File: src/rtl/ibert_pkg.sv
// ibert_pkg: shared types and constants for the IBERT error-injection path.
//   mode_e   - programmed injection mode (off / single / periodic / random)
//   state_e  - scheduler FSM state
//   IBERT_W  - stream word width
//   LFSR_*   - seed and feedback taps of the 16-bit random source
//   lfsr_next() - one Fibonacci shift-left step of x^16+x^14+x^13+x^11+1
package ibert_pkg;

    localparam int          IBERT_W       = 13;
    localparam logic [15:0] LFSR_SEED_DEF = 16'hACE1;
    // Taps x^16, x^14, x^13, x^11 -> register bits 15, 13, 12, 10.
    localparam logic [15:0] LFSR_TAPS     = 16'hB400;

    typedef enum logic [1:0] {
        MODE_OFF      = 2'd0,
        MODE_SINGLE   = 2'd1,
        MODE_PERIODIC = 2'd2,
        MODE_RANDOM   = 2'd3
    } mode_e;

    typedef enum logic [1:0] {
        IDLE  = 2'd0,
        ARMED = 2'd1,
        RUN   = 2'd2,
        DONE  = 2'd3
    } state_e;

    function automatic logic [15:0] lfsr_next(input logic [15:0] q);
        return {q[14:0], ^(q & LFSR_TAPS)};
    endfunction

endpackage

File: src/rtl/ibert_lfsr16.sv
// ibert_lfsr16: free-running-on-demand 16-bit Fibonacci LFSR.
//   clk   - rising-edge clock
//   rst_n - asynchronous active-low reset, loads SEED
//   adv   - advance one step this cycle
//   q     - current LFSR value
module ibert_lfsr16
    import ibert_pkg::*;
#(
    parameter logic [15:0] SEED = LFSR_SEED_DEF
) (
    input  logic        clk,
    input  logic        rst_n,
    input  logic        adv,
    output logic [15:0] q
);

    always_ff @(posedge clk or negedge rst_n) begin
        if (!rst_n)   q <= SEED;
        else if (adv) q <= lfsr_next(q);
    end

endmodule

File: src/rtl/err_inject_ctrl.sv
// err_inject_ctrl: registered stream stage that flips one bit of selected
// words on the IBERT pattern stream and counts the injections.
//   clk, rst_n            - clock, asynchronous active-low reset
//   cfg_mode/period/thresh/bit_sel - injection setup, latched on start
//   start, stop           - control pulses (stop wins)
//   in_valid/in_ready/in_data     - upstream handshake
//   out_valid/out_ready/out_data/out_err - downstream handshake, error flag
//   inj_count             - saturating count of injected words since start
//   busy                  - scheduler is ARMED or RUN
// Build option: ERR_RAND_POS_EN takes the flip position from lfsr[3:0] mod 13
// (sampled before the LFSR advances) instead of cfg_bit_sel.
module err_inject_ctrl
    import ibert_pkg::*;
#(
    parameter int          W         = IBERT_W,
    parameter int          CNT_W     = 16,
    parameter logic [15:0] LFSR_SEED = 16'hACE1
) (
    input  logic             clk,
    input  logic             rst_n,
    input  logic [1:0]       cfg_mode,
    input  logic [CNT_W-1:0] cfg_period,
    input  logic [15:0]      cfg_thresh,
    input  logic [3:0]       cfg_bit_sel,
    input  logic             start,
    input  logic             stop,
    input  logic             in_valid,
    output logic             in_ready,
    input  logic [W-1:0]     in_data,
    output logic             out_valid,
    input  logic             out_ready,
    output logic [W-1:0]     out_data,
    output logic             out_err,
    output logic [CNT_W-1:0] inj_count,
    output logic             busy
);

    state_e           state, state_n;
    mode_e            mode_q;
    logic [CNT_W-1:0] period_q, period_eff, wcnt, wcnt_inc;
    logic [15:0]      thresh_q;
    logic [15:0]      lfsr_q;
    logic             accept, start_go, run_acc, hit, inject;
    logic [3:0]       pos;
    logic [W-1:0]     mask;

    assign in_ready   = !out_valid || out_ready;
    assign accept     = in_valid && in_ready;
    assign start_go   = start && !stop;
    assign busy       = (state == ARMED) || (state == RUN);
    // A word accepted together with a control pulse is never injected.
    assign run_acc    = accept && (state == RUN) && !start && !stop;
    assign period_eff = (period_q == '0) ? CNT_W'(1) : period_q;
    assign wcnt_inc   = wcnt + CNT_W'(1);
    assign hit        = (wcnt_inc == period_eff);

    // The LFSR runs on every accepted word regardless of state or mode.
    ibert_lfsr16 #(.SEED(LFSR_SEED)) u_lfsr (
        .clk   (clk),
        .rst_n (rst_n),
        .adv   (accept),
        .q     (lfsr_q)
    );

    always_comb begin
        inject = 1'b0;
        if (run_acc) begin
            case (mode_q)
                MODE_SINGLE, MODE_PERIODIC: inject = hit;
                MODE_RANDOM:                inject = (lfsr_q < thresh_q);
                default:                    inject = 1'b0;
            endcase
        end
    end

`ifdef ERR_RAND_POS_EN
    assign pos = lfsr_q[3:0] % 4'd13;
`else
    logic [3:0] sel_q;
    always_ff @(posedge clk or negedge rst_n) begin
        if (!rst_n)        sel_q <= '0;
        else if (start_go) sel_q <= cfg_bit_sel;
    end
    assign pos = (sel_q >= 4'(W)) ? 4'd0 : sel_q;
`endif

    assign mask = inject ? (W'(1) << pos) : '0;

    always_comb begin
        state_n = state;
        if (stop)          state_n = IDLE;
        else if (start)    state_n = ARMED;
        else begin
            case (state)
                ARMED:   if (accept) state_n = RUN;
                RUN:     if (run_acc && mode_q == MODE_SINGLE && hit) state_n = DONE;
                default: state_n = state;
            endcase
        end
    end

    always_ff @(posedge clk or negedge rst_n) begin
        if (!rst_n) state <= IDLE;
        else        state <= state_n;
    end

    always_ff @(posedge clk or negedge rst_n) begin
        if (!rst_n) begin
            mode_q    <= MODE_OFF;
            period_q  <= '0;
            thresh_q  <= '0;
            wcnt      <= '0;
            inj_count <= '0;
        end else if (start_go) begin
            mode_q    <= mode_e'(cfg_mode);
            period_q  <= cfg_period;
            thresh_q  <= cfg_thresh;
            wcnt      <= '0;
            inj_count <= '0;
        end else begin
            if (run_acc && (mode_q == MODE_SINGLE || mode_q == MODE_PERIODIC))
                wcnt <= hit ? '0 : wcnt_inc;
            if (inject && inj_count != '1)
                inj_count <= inj_count + CNT_W'(1);
        end
    end

    always_ff @(posedge clk or negedge rst_n) begin
        if (!rst_n) begin
            out_valid <= 1'b0;
            out_data  <= '0;
            out_err   <= 1'b0;
        end else if (accept) begin
            out_valid <= 1'b1;
            out_data  <= in_data ^ mask;
            out_err   <= inject;
        end else if (out_ready) begin
            out_valid <= 1'b0;
        end
    end

endmodule
File: config.mk
export PLATFORM = sky130hd
export DESIGN_NAME = err_inject_ctrl
export DESIGN_NICKNAME = d
export VERILOG_FILES = /design/src/rtl/ibert_pkg.sv /design/src/rtl/ibert_lfsr16.sv /design/src/rtl/err_inject_ctrl.sv
export SDC_FILE = /design/constraint.sdc
export NUM_CORES = 1
export LEC_CHECK = 0
export BUFFER_PORTS_ARGS = -buffer_cell sky130_fd_sc_hd__clkbuf_2
export CAP_MARGIN = 20
export CORE_MARGIN = 3
export CORE_UTILIZATION = 39
export DETAILED_ROUTE_END_ITERATION = 16
export HOLD_SLACK_MARGIN = 0.1
export PLACE_DENSITY = 0.58
export SKIP_CTS_REPAIR_TIMING = 1
export SLEW_MARGIN = 0
export SYNTH_ARGS = -nofsm -noshare
export SYNTH_HDL_FRONTEND = slang
export SYNTH_HIERARCHICAL = 1
export SYNTH_SLANG_ARGS = --single-unit
File: constraint.sdc
create_clock -name clk -period 5.33 [get_ports clk]
set_input_delay 0.533 -clock clk [delete_from_list [all_inputs] [get_ports clk]]
set_output_delay 0.533 -clock clk [all_outputs]
set_load 0.005 [all_outputs]
* Word-level counts from Yosys, hierarchy flattened
Cells that the tools add are included. W data, S select, Z words.
Cells by class: add/sub/neg operators 2, $lt $le $gt $ge 2, eq/ne operators 9, shift-type cells 1, mux-type cells 17, bitwise gates (word level) 1, reduce and logical (&&, ||, !) cells 23
Operators with widths (number):
- $mux W16 | 6
- $add A16 B1 Y16 const B | 2
- $eq A16 B16 Y1 | 1
- $logic_not A16 Y1 | 1
- $lt A16 B16 Y1 | 1
- $ne A16 B16 Y1 const B | 1
- $reduce_xor A16 Y1 | 1
- $mux W13 | 1
- $shl A1 B4 Y13 const A | 1
- $xor A13 B13 Y13 | 1
- $logic_and A1 B1 Y1 | 9
- $mux W2 | 4
- $eq A2 B2 Y1 const B | 3
- $reduce_bool A2 Y1 | 3
- $eq A2 B1 Y1 const B | 2
- $ge A4 B4 Y1 const B | 1
- $mux W4 | 1
- $ne A4 B3 Y1 const B | 1
- $ne A4 B4 Y1 const B | 1
- $pmux W2 S2 | 1
- $reduce_bool A4 Y1 | 1
- $logic_not A1 Y1 | 3
- $logic_or A1 B1 Y1 | 3
- $mux W1 | 3
- 3 further kinds | 3
Storage, ports and cells: flip-flop bits (word level) 103, input bits 57, output and inout port bits 33, logic and storage cells 66

* Logic depth before layout (Yosys ltp)
Gate-level depths: netlist of run 1.
depth after elaboration 12, depth in mapped cells 12, gate-level depth less buffers 10

* Hierarchy
The synthesis of run 1 kept the hierarchy.
By module, submodules not included:
- err_inject_ctrl | instances 1, cells each 586, area an instance 5073.6 µm², seq. area each 2177.1 µm²
- ibert_lfsr16 | instances 1, cells each 38, area an instance 675.6 µm², seq. area each 410.4 µm²

* Worst setup path after synthesis of run 1
No wires, ideal clock.
path kind register to register, from register wcnt[1], to register out_data[10], library setup time 0.082 ns, arrival time 2.794 ns, data required time 5.248 ns, slack 2.454 ns, cell stages (with the launch flop) 11, path buffers 1, clock period less this slack 2.876 ns, cell sequence dfrtp_1 ha_1 nand3_1 nor4_1 xnor2_1 o311ai_1 nor3_2 a31oi_4 buf_6 or4_1 a31oi_1
Between the ends: longest elaborated chain between the ends 6
RTL lines:
- start, declared | RTL line err_inject_ctrl.sv:40 | logic [CNT_W-1:0] period_q, period_eff, wcnt, wcnt_inc;
- start signal, assigned | RTL line err_inject_ctrl.sv:122 | wcnt <= hit ? '0 : wcnt_inc;
- $add A16 B1 Y16 | RTL line err_inject_ctrl.sv:54 | assign wcnt_inc = wcnt + CNT_W'(1);
- $eq A16 B16 Y1 | RTL line err_inject_ctrl.sv:55 | assign hit = (wcnt_inc == period_eff);
- $pmux W1 S2 | RTL line err_inject_ctrl.sv:68 | case (mode_q)
- $mux W1 | RTL line err_inject_ctrl.sv:67 | if (run_acc) begin
- $mux W13 | RTL line err_inject_ctrl.sv:87 | assign mask = inject ? (W'(1) << pos) : '0;
- $xor A13 B13 Y13 | RTL line err_inject_ctrl.sv:135 | out_data <= in_data ^ mask;
- end signal, assigned | RTL line err_inject_ctrl.sv:135
- end, declared | RTL line err_inject_ctrl.sv:32 | output logic [W-1:0] out_data,
Every way passes these cells. A chain may end at the register's enable or synchronous reset.

* Worst setup path after layout of run 1
from register wcnt[0], to register out_data[7]
The elaborated chain is that of the path after synthesis.

==> impl_metrics.yaml, run 1 <==
timing:
  finalSetupTns_ns: 0
  hold_viol: 0
  hold_slack_ns: 0.168
  fin_crit_sh_pct: 65.3
  slew_headroom_pct: 30.4
  finalMaxSlewViolations: 0
  grt_setup_unrepaired: "false"
  fin_worst_skew_ns: 0.00568
  min_period_ns: 3.48
  max_freq_mhz: 287
  tightest_slew_ns: 1.04
  setup_viol: 0
routing:
  route.met3.wl_um: 630
  top_layer: "met4"
  route.met2.wl_um: 5970
  drt_wl_total_um: 13300
  post_drt_wl_per_cell_um: 15.1
  drtPass1Iterations: 4
  vias: 4705
  wl_met1_um: 6560
  drcViolationCount: 0
  via_per_inst: 5.35
  drt_iter0_markers: 310
  ant_nets: 0
placed_design:
  routabilityCongestion: 0.847
  port_buffers: 89
  dpl.cell_count: 862
  hpwl_um: 9450
setup_path:
  worstSetupPathType: "reg -> reg"
  regToRegSetupSlack_ns: 1.85
  worstPathRequired_ns: 5.60
  cp.buffers_inverters: 0
  crit_path_start_kind: "flop"
  crit_path_cell_trace: "ha_1, nand3_1, nor4_1, xnor2_1, o311ai_1, nor3_2, a31oi_4, or4_1, a31oi_1"
  timing.rr.start: "wcnt[0]$_DFFE_PN0P_"
  r2r-end: "out_data[7]$_DFFE_PN0P_"
  crit_family: "simple AND/OR/NAND/NOR gates"
  crit_fanout: 27
  crit_path_end_kind: "flop"
  arrival_ns: 3.75
  slowest_stage: "nor4_1"
  worstRegToRegCells: 9
  cpPeakStageDelay_ns: 0.59
synth:
  ys_seq_area_share_pct: 45.0
  synth_edf_count: 0
  syn-cell-area_um2: 5750
  synth_most_common_cell: "nand2_1"
  yosys.area.top_type: "dfrtp_1"
  synthAdderAreaFrac_pct: 4.79
  syn-num-nets: 703
  synth_xor_area_share_pct: 3.35
  synth_cell_types: 57
  synthDominantCellAreaShare_pct: 41.3
  muxShareOfSynthArea_pct: 4.57
  synth_top_family_by_area: "simple AND/OR/NAND/NOR gates"
  synth_seq_cells: 103
  synth_compound_area_share_pct: 15.2
  syn_avg_cell_area_um2: 9.21
  ys_top_cells_by_count: "nand2_1, dfrtp_1, nor2_1, o21ai_0, a31oi_1"
  ys_warn_count: 6
  synthFlopType: "dfrtp_1"
  ys_async_sr_fraction_pct: 100
  synthSimpleGateAreaFrac_pct: 22.1
  syn_inst: 624
  yosys-top-cells-area: "dfrtp_1, nand2_1, ha_1"
die:
  initial_core_util_pct: 40.6
  rows: 43
  dieArea_um2: 16200
  pin_count: 90
  core_um2: 14100
  die_x_um: 127
  die_h_um: 127
finish:
  fill_cells: 1417
  fin_util_pct: 46.4
  final-seq-area_um2: 2590
  syn2layout_area_growth_pct: 14.2
  drive_above_1_share_pct: 20.5
  multiInputGateArea_um2: 2880
  n_antenna_cell: 0
  instances_no_fill: 879
  fin_nets: 773
clock_network:
  clkLatencyLatePin_ns: 0.35
  clock_path_buffers: 2
  clockRootBuffer: "clkbuf_16"
  cts_tree: "done"
  clock_sinks: 103
  clk_pin_slew_ns: 0.07
  cts_buffers: 9
  cts_max_level: 3
outcome:
  status: "completed"
power:
  p_leak_nw: 2.98
  power.density_nw_per_um2: 326
  ir_worst_vdd_uv: 204
global_route:
  grt_pass1_wl_um: 22200
  grt-ovfl-total: 0
  grt_pass1_vias: 4476
  antenna_found_initial: 0
  grt_max_degree: 66
  gr-usage-all-layers_pct: 16.7
flow_run:
  maxCapViolCount: 0
min_path:
  hp-class: "in -> async"
worst register-to-register path, cell delays in order, from the launching register on:
cell	delay, ns
dfrtp_1	0.49
ha_1	0.29
nand3_1	0.28
nor4_1	0.59
xnor2_1	0.19
o311ai_1	0.13
nor3_2	0.34
a31oi_4	0.34
or4_1	0.57
a31oi_1	0.19
layout make-up:
| cell class | instances | area share (%) |
|---|---|---|
| inverter | 26 | 1.49 |
| tap | 180 | 3.43 |
| clock buffer | 13 | 3.81 |
| clock inverter | 3 | 0.648 |
| multi-input combinational | 461 | 43.9 |
| sequential | 103 | 39.4 |
| timing repair buffer | 93 | 7.33 |
sequential cells by signal, summed over array words and instances (netlist names):
register / count
wcnt: 16
thresh_q: 16
inj_count: 16
u_lfsr/q: 16
out_err: 1
state: 2
out_valid: 1
out_data: 13
mode_q: 2
period_q: 16
sel_q: 4
metrics by stage:
stage,power [mW],worst slack [ns],area [um2]
6_report,2.14,1.85,6570
5_1_grt,2.28,1.58,6570
4_1_cts,2.17,1.88,6560
3_5_place_dp,1.50,1.89,6260
3_3_place_gp,1.48,2.07,6260
2_1_floorplan,1.34,2.45,5750
power breakdown:
part | internal, mW | switching (mW) | leakage, nW
Sequential | 0.917 | 0.0955 | 1.29
Clock | 0.377 | 0.287 | 0.140
Combinational | 0.239 | 0.227 | 1.55
Total | 1.53 | 0.610 | 2.98
cells by family after synthesis:
logic type | Yosys count
simple gates | 258
fa+ha+maj | 22
buf+inv | 60
xor+xnor | 22
compound gates | 138
flops | 103
mux | 21
worst max path at each step:
stage                        start                        to  slack, ns  cells past startpoint
5_1_grt        wcnt[0]$_DFFE_PN0P_   out_data[1]$_DFFE_PN0P_       1.58                      9
6_report       wcnt[0]$_DFFE_PN0P_   out_data[7]$_DFFE_PN0P_       1.85                      9
2_1_floorplan  wcnt[1]$_DFFE_PN0P_  out_data[10]$_DFFE_PN0P_       2.45                     10
4_1_cts        wcnt[0]$_DFFE_PN0P_   out_data[1]$_DFFE_PN0P_       1.88                      9
3_5_place_dp   wcnt[0]$_DFFE_PN0P_   out_data[1]$_DFFE_PN0P_       1.89                      9
3_3_place_gp   wcnt[0]$_DFFE_PN0P_       wcnt[8]$_DFFE_PN0P_       2.07                      9
placed cells by master, fill, tap and decap left out, types with 15 or more instances in the layout:
master	Yosys	layout
nand2_1	112	112
dfrtp_1	95	95
clkbuf_2	0	88
nor2_1	38	38
o21ai_0	38	38
a31oi_1	31	31
a21oi_1	28	28
inv_1	25	25
ha_1	22	22
nand3_1	18	18
o31ai_1	17	17
or4_1	15	15
metal layers:
metal  vias up  track usage [%]
li1       2359                -
met1      2234             23.7
met2       103             25.5
met3         9             3.85
met4         0             4.67
met5         -                0
(Power assumes the default switching activity.)
==> run 2, diff against run 1 <==
- PLACE_DENSITY: 0.58 -> 0.61
- clock period: 5.33 -> 3.2 ns (I/O delays scaled with it)
==> run 2 against run 1 <==
  * Via count hardly changed
  * Cell count grew 1.6%
  * Critical path depth grew 3
  * Sequential power increased by 67%
  * Clock skew is essentially flat
  * Largest cell class unchanged
==> impl_metrics.yaml, run 2 (synthesized netlist as in run 1, its figures left out) <==
global_route:
  grt_pass1_wl_um: 22800
  grt-ovfl-total: 0
  met3_usage_pct: 4.18
  top_usage_layer: "met2"
  gr-usage-all-layers_pct: 17.4
  met1_usage_pct: 24.3
  antenna_found_initial: 0
  globalRouteMet2Util_pct: 26.3
  grt_max_degree: 63
  grt_pass1_vias: 4597
timing:
  grt_setup_unrepaired: "false"
  hold_viol: 0
  finalMaxSlewViolations: 0
  fin_worst_skew_ns: 0.00549
  tightest_slew_ns: 0.947
  min_period_ns: 2.98
  fin_crit_sh_pct: 93.2
  final.setup.worst_slack_ns: 0.217
  setup_viol: 0
  max_freq_mhz: 335
  slew_headroom_pct: 36.9
power:
  p_leak_nw: 3.05
  ir_worst_vdd_uv: 291
  power.density_nw_per_um2: 530
  power_mw: 3.57
finish:
  fill_cells: 1360
  mostFrequentLayoutCells: "nand2_1, clkbuf_2, dfrtp_1, nor2_1, o21ai_0"
  final_common_cell: "nand2_1"
  n_antenna_cell: 0
  multiInputGateArea_um2: 2930
  syn2layout_area_growth_pct: 17.3
  fin_nets: 787
  fin_util_pct: 47.6
  final-seq-area_um2: 2600
  drive_above_1_share_pct: 24.0
placed_design:
  pre_cts_ws_ns: -0.00259
  hpwl_um: 9720
  port_buffers: 89
  routabilityCongestion: 0.943
clock_network:
  clock_sinks: 103
  cts_buffers: 9
  clk_pin_slew_ns: 0.07
  clock_path_buffers: 2
  cts_tree: "done"
  cts_max_level: 3
  clockRootBuffer: "clkbuf_16"
  clkLatencyLatePin_ns: 0.35
flow_run:
  maxCapViolCount: 0
routing:
  post_drt_wl_per_cell_um: 15.1
  drt_iter0_markers: 303
  via_per_inst: 5.27
  drtPass1Iterations: 4
  ant_nets: 0
  drcViolationCount: 0
  drt_wl_total_um: 13500
  vias: 4706
die:
  rows: 43
  die_h_um: 127
  die_x_um: 127
  dieArea_um2: 16200
  pin_count: 90
  initial_core_util_pct: 40.6
  core_um2: 14100
outcome:
  status: "completed"
setup_path:
  cpMostUsedCell: "buf_4"
  cpPeakStageDelay_ns: 0.48
  crit_cells: 12
  worstPathRequired_ns: 3.47
  crit_family: "simple AND/OR/NAND/NOR gates"
  cp.buffers_inverters: 4
  worstRegToRegCells: 12
  crit_path_end_kind: "flop"
  slowest_stage: "or4_1"
  worstSetupPathType: "reg -> reg"
  crit_fanout: 30
  crit_path_cell_trace: "nand4_1, buf_4, nor4_2, buf_4, xnor2_1, o311ai_1, nor3_2, buf_4, a21oi_1, buf_4, or4_1, a21oi_1"
  crit_path_start_kind: "flop"
  arrival_ns: 3.25
min_path:
  holdPathStages: 3
  hp-class: "in -> reg"
[run 2: cell types whose count changed in the layout (fill, tap and decap cells not counted), moves of 2 or more]
cell     delta
dfrtp_2     +9
nand3_1     -2
buf_4      +13
dfrtp_1     -9
nor4_1      -2
[run 2: worst paths after layout]
path / startpoint / endpoint / slack, ns
min in group asynchronous: rst_n / thresh_q[6]$_DFFE_PN0P_ / 0.56
max in group asynchronous: rst_n / u_lfsr/q[0]$_DFFE_PN1P_ / 1.88
worst min-delay path: cfg_period[13] / period_q[13]$_DFFE_PN0P_ / 0.16
worst max register to register: wcnt[2]$_DFFE_PN0P_ / inj_count[13]$_DFFE_PN0P_ / 0.22
worst max-delay path: wcnt[2]$_DFFE_PN0P_ / inj_count[13]$_DFFE_PN0P_ / 0.22
worst min register to register: thresh_q[0]$_DFFE_PN0P_ / thresh_q[0]$_DFFE_PN0P_ / 0.49
[run 2: worst register-to-register path, stage by stage (launching register included)]
cell	delay (ns)
dfrtp_2	0.46
nand4_1	0.12
buf_4	0.17
nor4_2	0.29
buf_4	0.19
xnor2_1	0.13
o311ai_1	0.16
nor3_2	0.28
buf_4	0.17
a21oi_1	0.06
buf_4	0.22
or4_1	0.48
a21oi_1	0.16
[run 2: routing by layer]
metal / share of wire, % / vias to the layer above
met2: 45 / 107
met3: 5.1 / 20
met5: 0 / -
li1: - / 2386
met1: 48 / 2193
met4: 2.1 / 0
[run 2: final cells by class]
class | count | share of cell area (%)
Multi-Input combinational cell | 461 | 43.4
Timing Repair Buffer | 107 | 8.87
Inverter | 26 | 1.45
Tap cell | 180 | 3.34
Sequential cell | 103 | 38.5
Clock inverter | 3 | 0.631
Clock buffer | 13 | 3.71
[run 2: report_power, final]
part	internal [mW]	switching (mW)	leakage, nW
Sequential	1.53	0.160	1.27
Clock	0.628	0.475	0.140
Combinational	0.404	0.378	1.64
[run 2: per-stage QoR]
step | hold slack, ns | cell area, um2 | TNS [ns] | instances
after floorplan | 0.0244 | 5750 | 0 | 624
after global placement | 0.411 | 6340 | 0 | 871
after detailed placement | 0.419 | 6340 | -0.00259 | 871
after CTS | 0.0290 | 6640 | -0.0383 | 887
after global routing | 0.162 | 6740 | 0 | 893
final | 0.157 | 6740 | 0 | 893
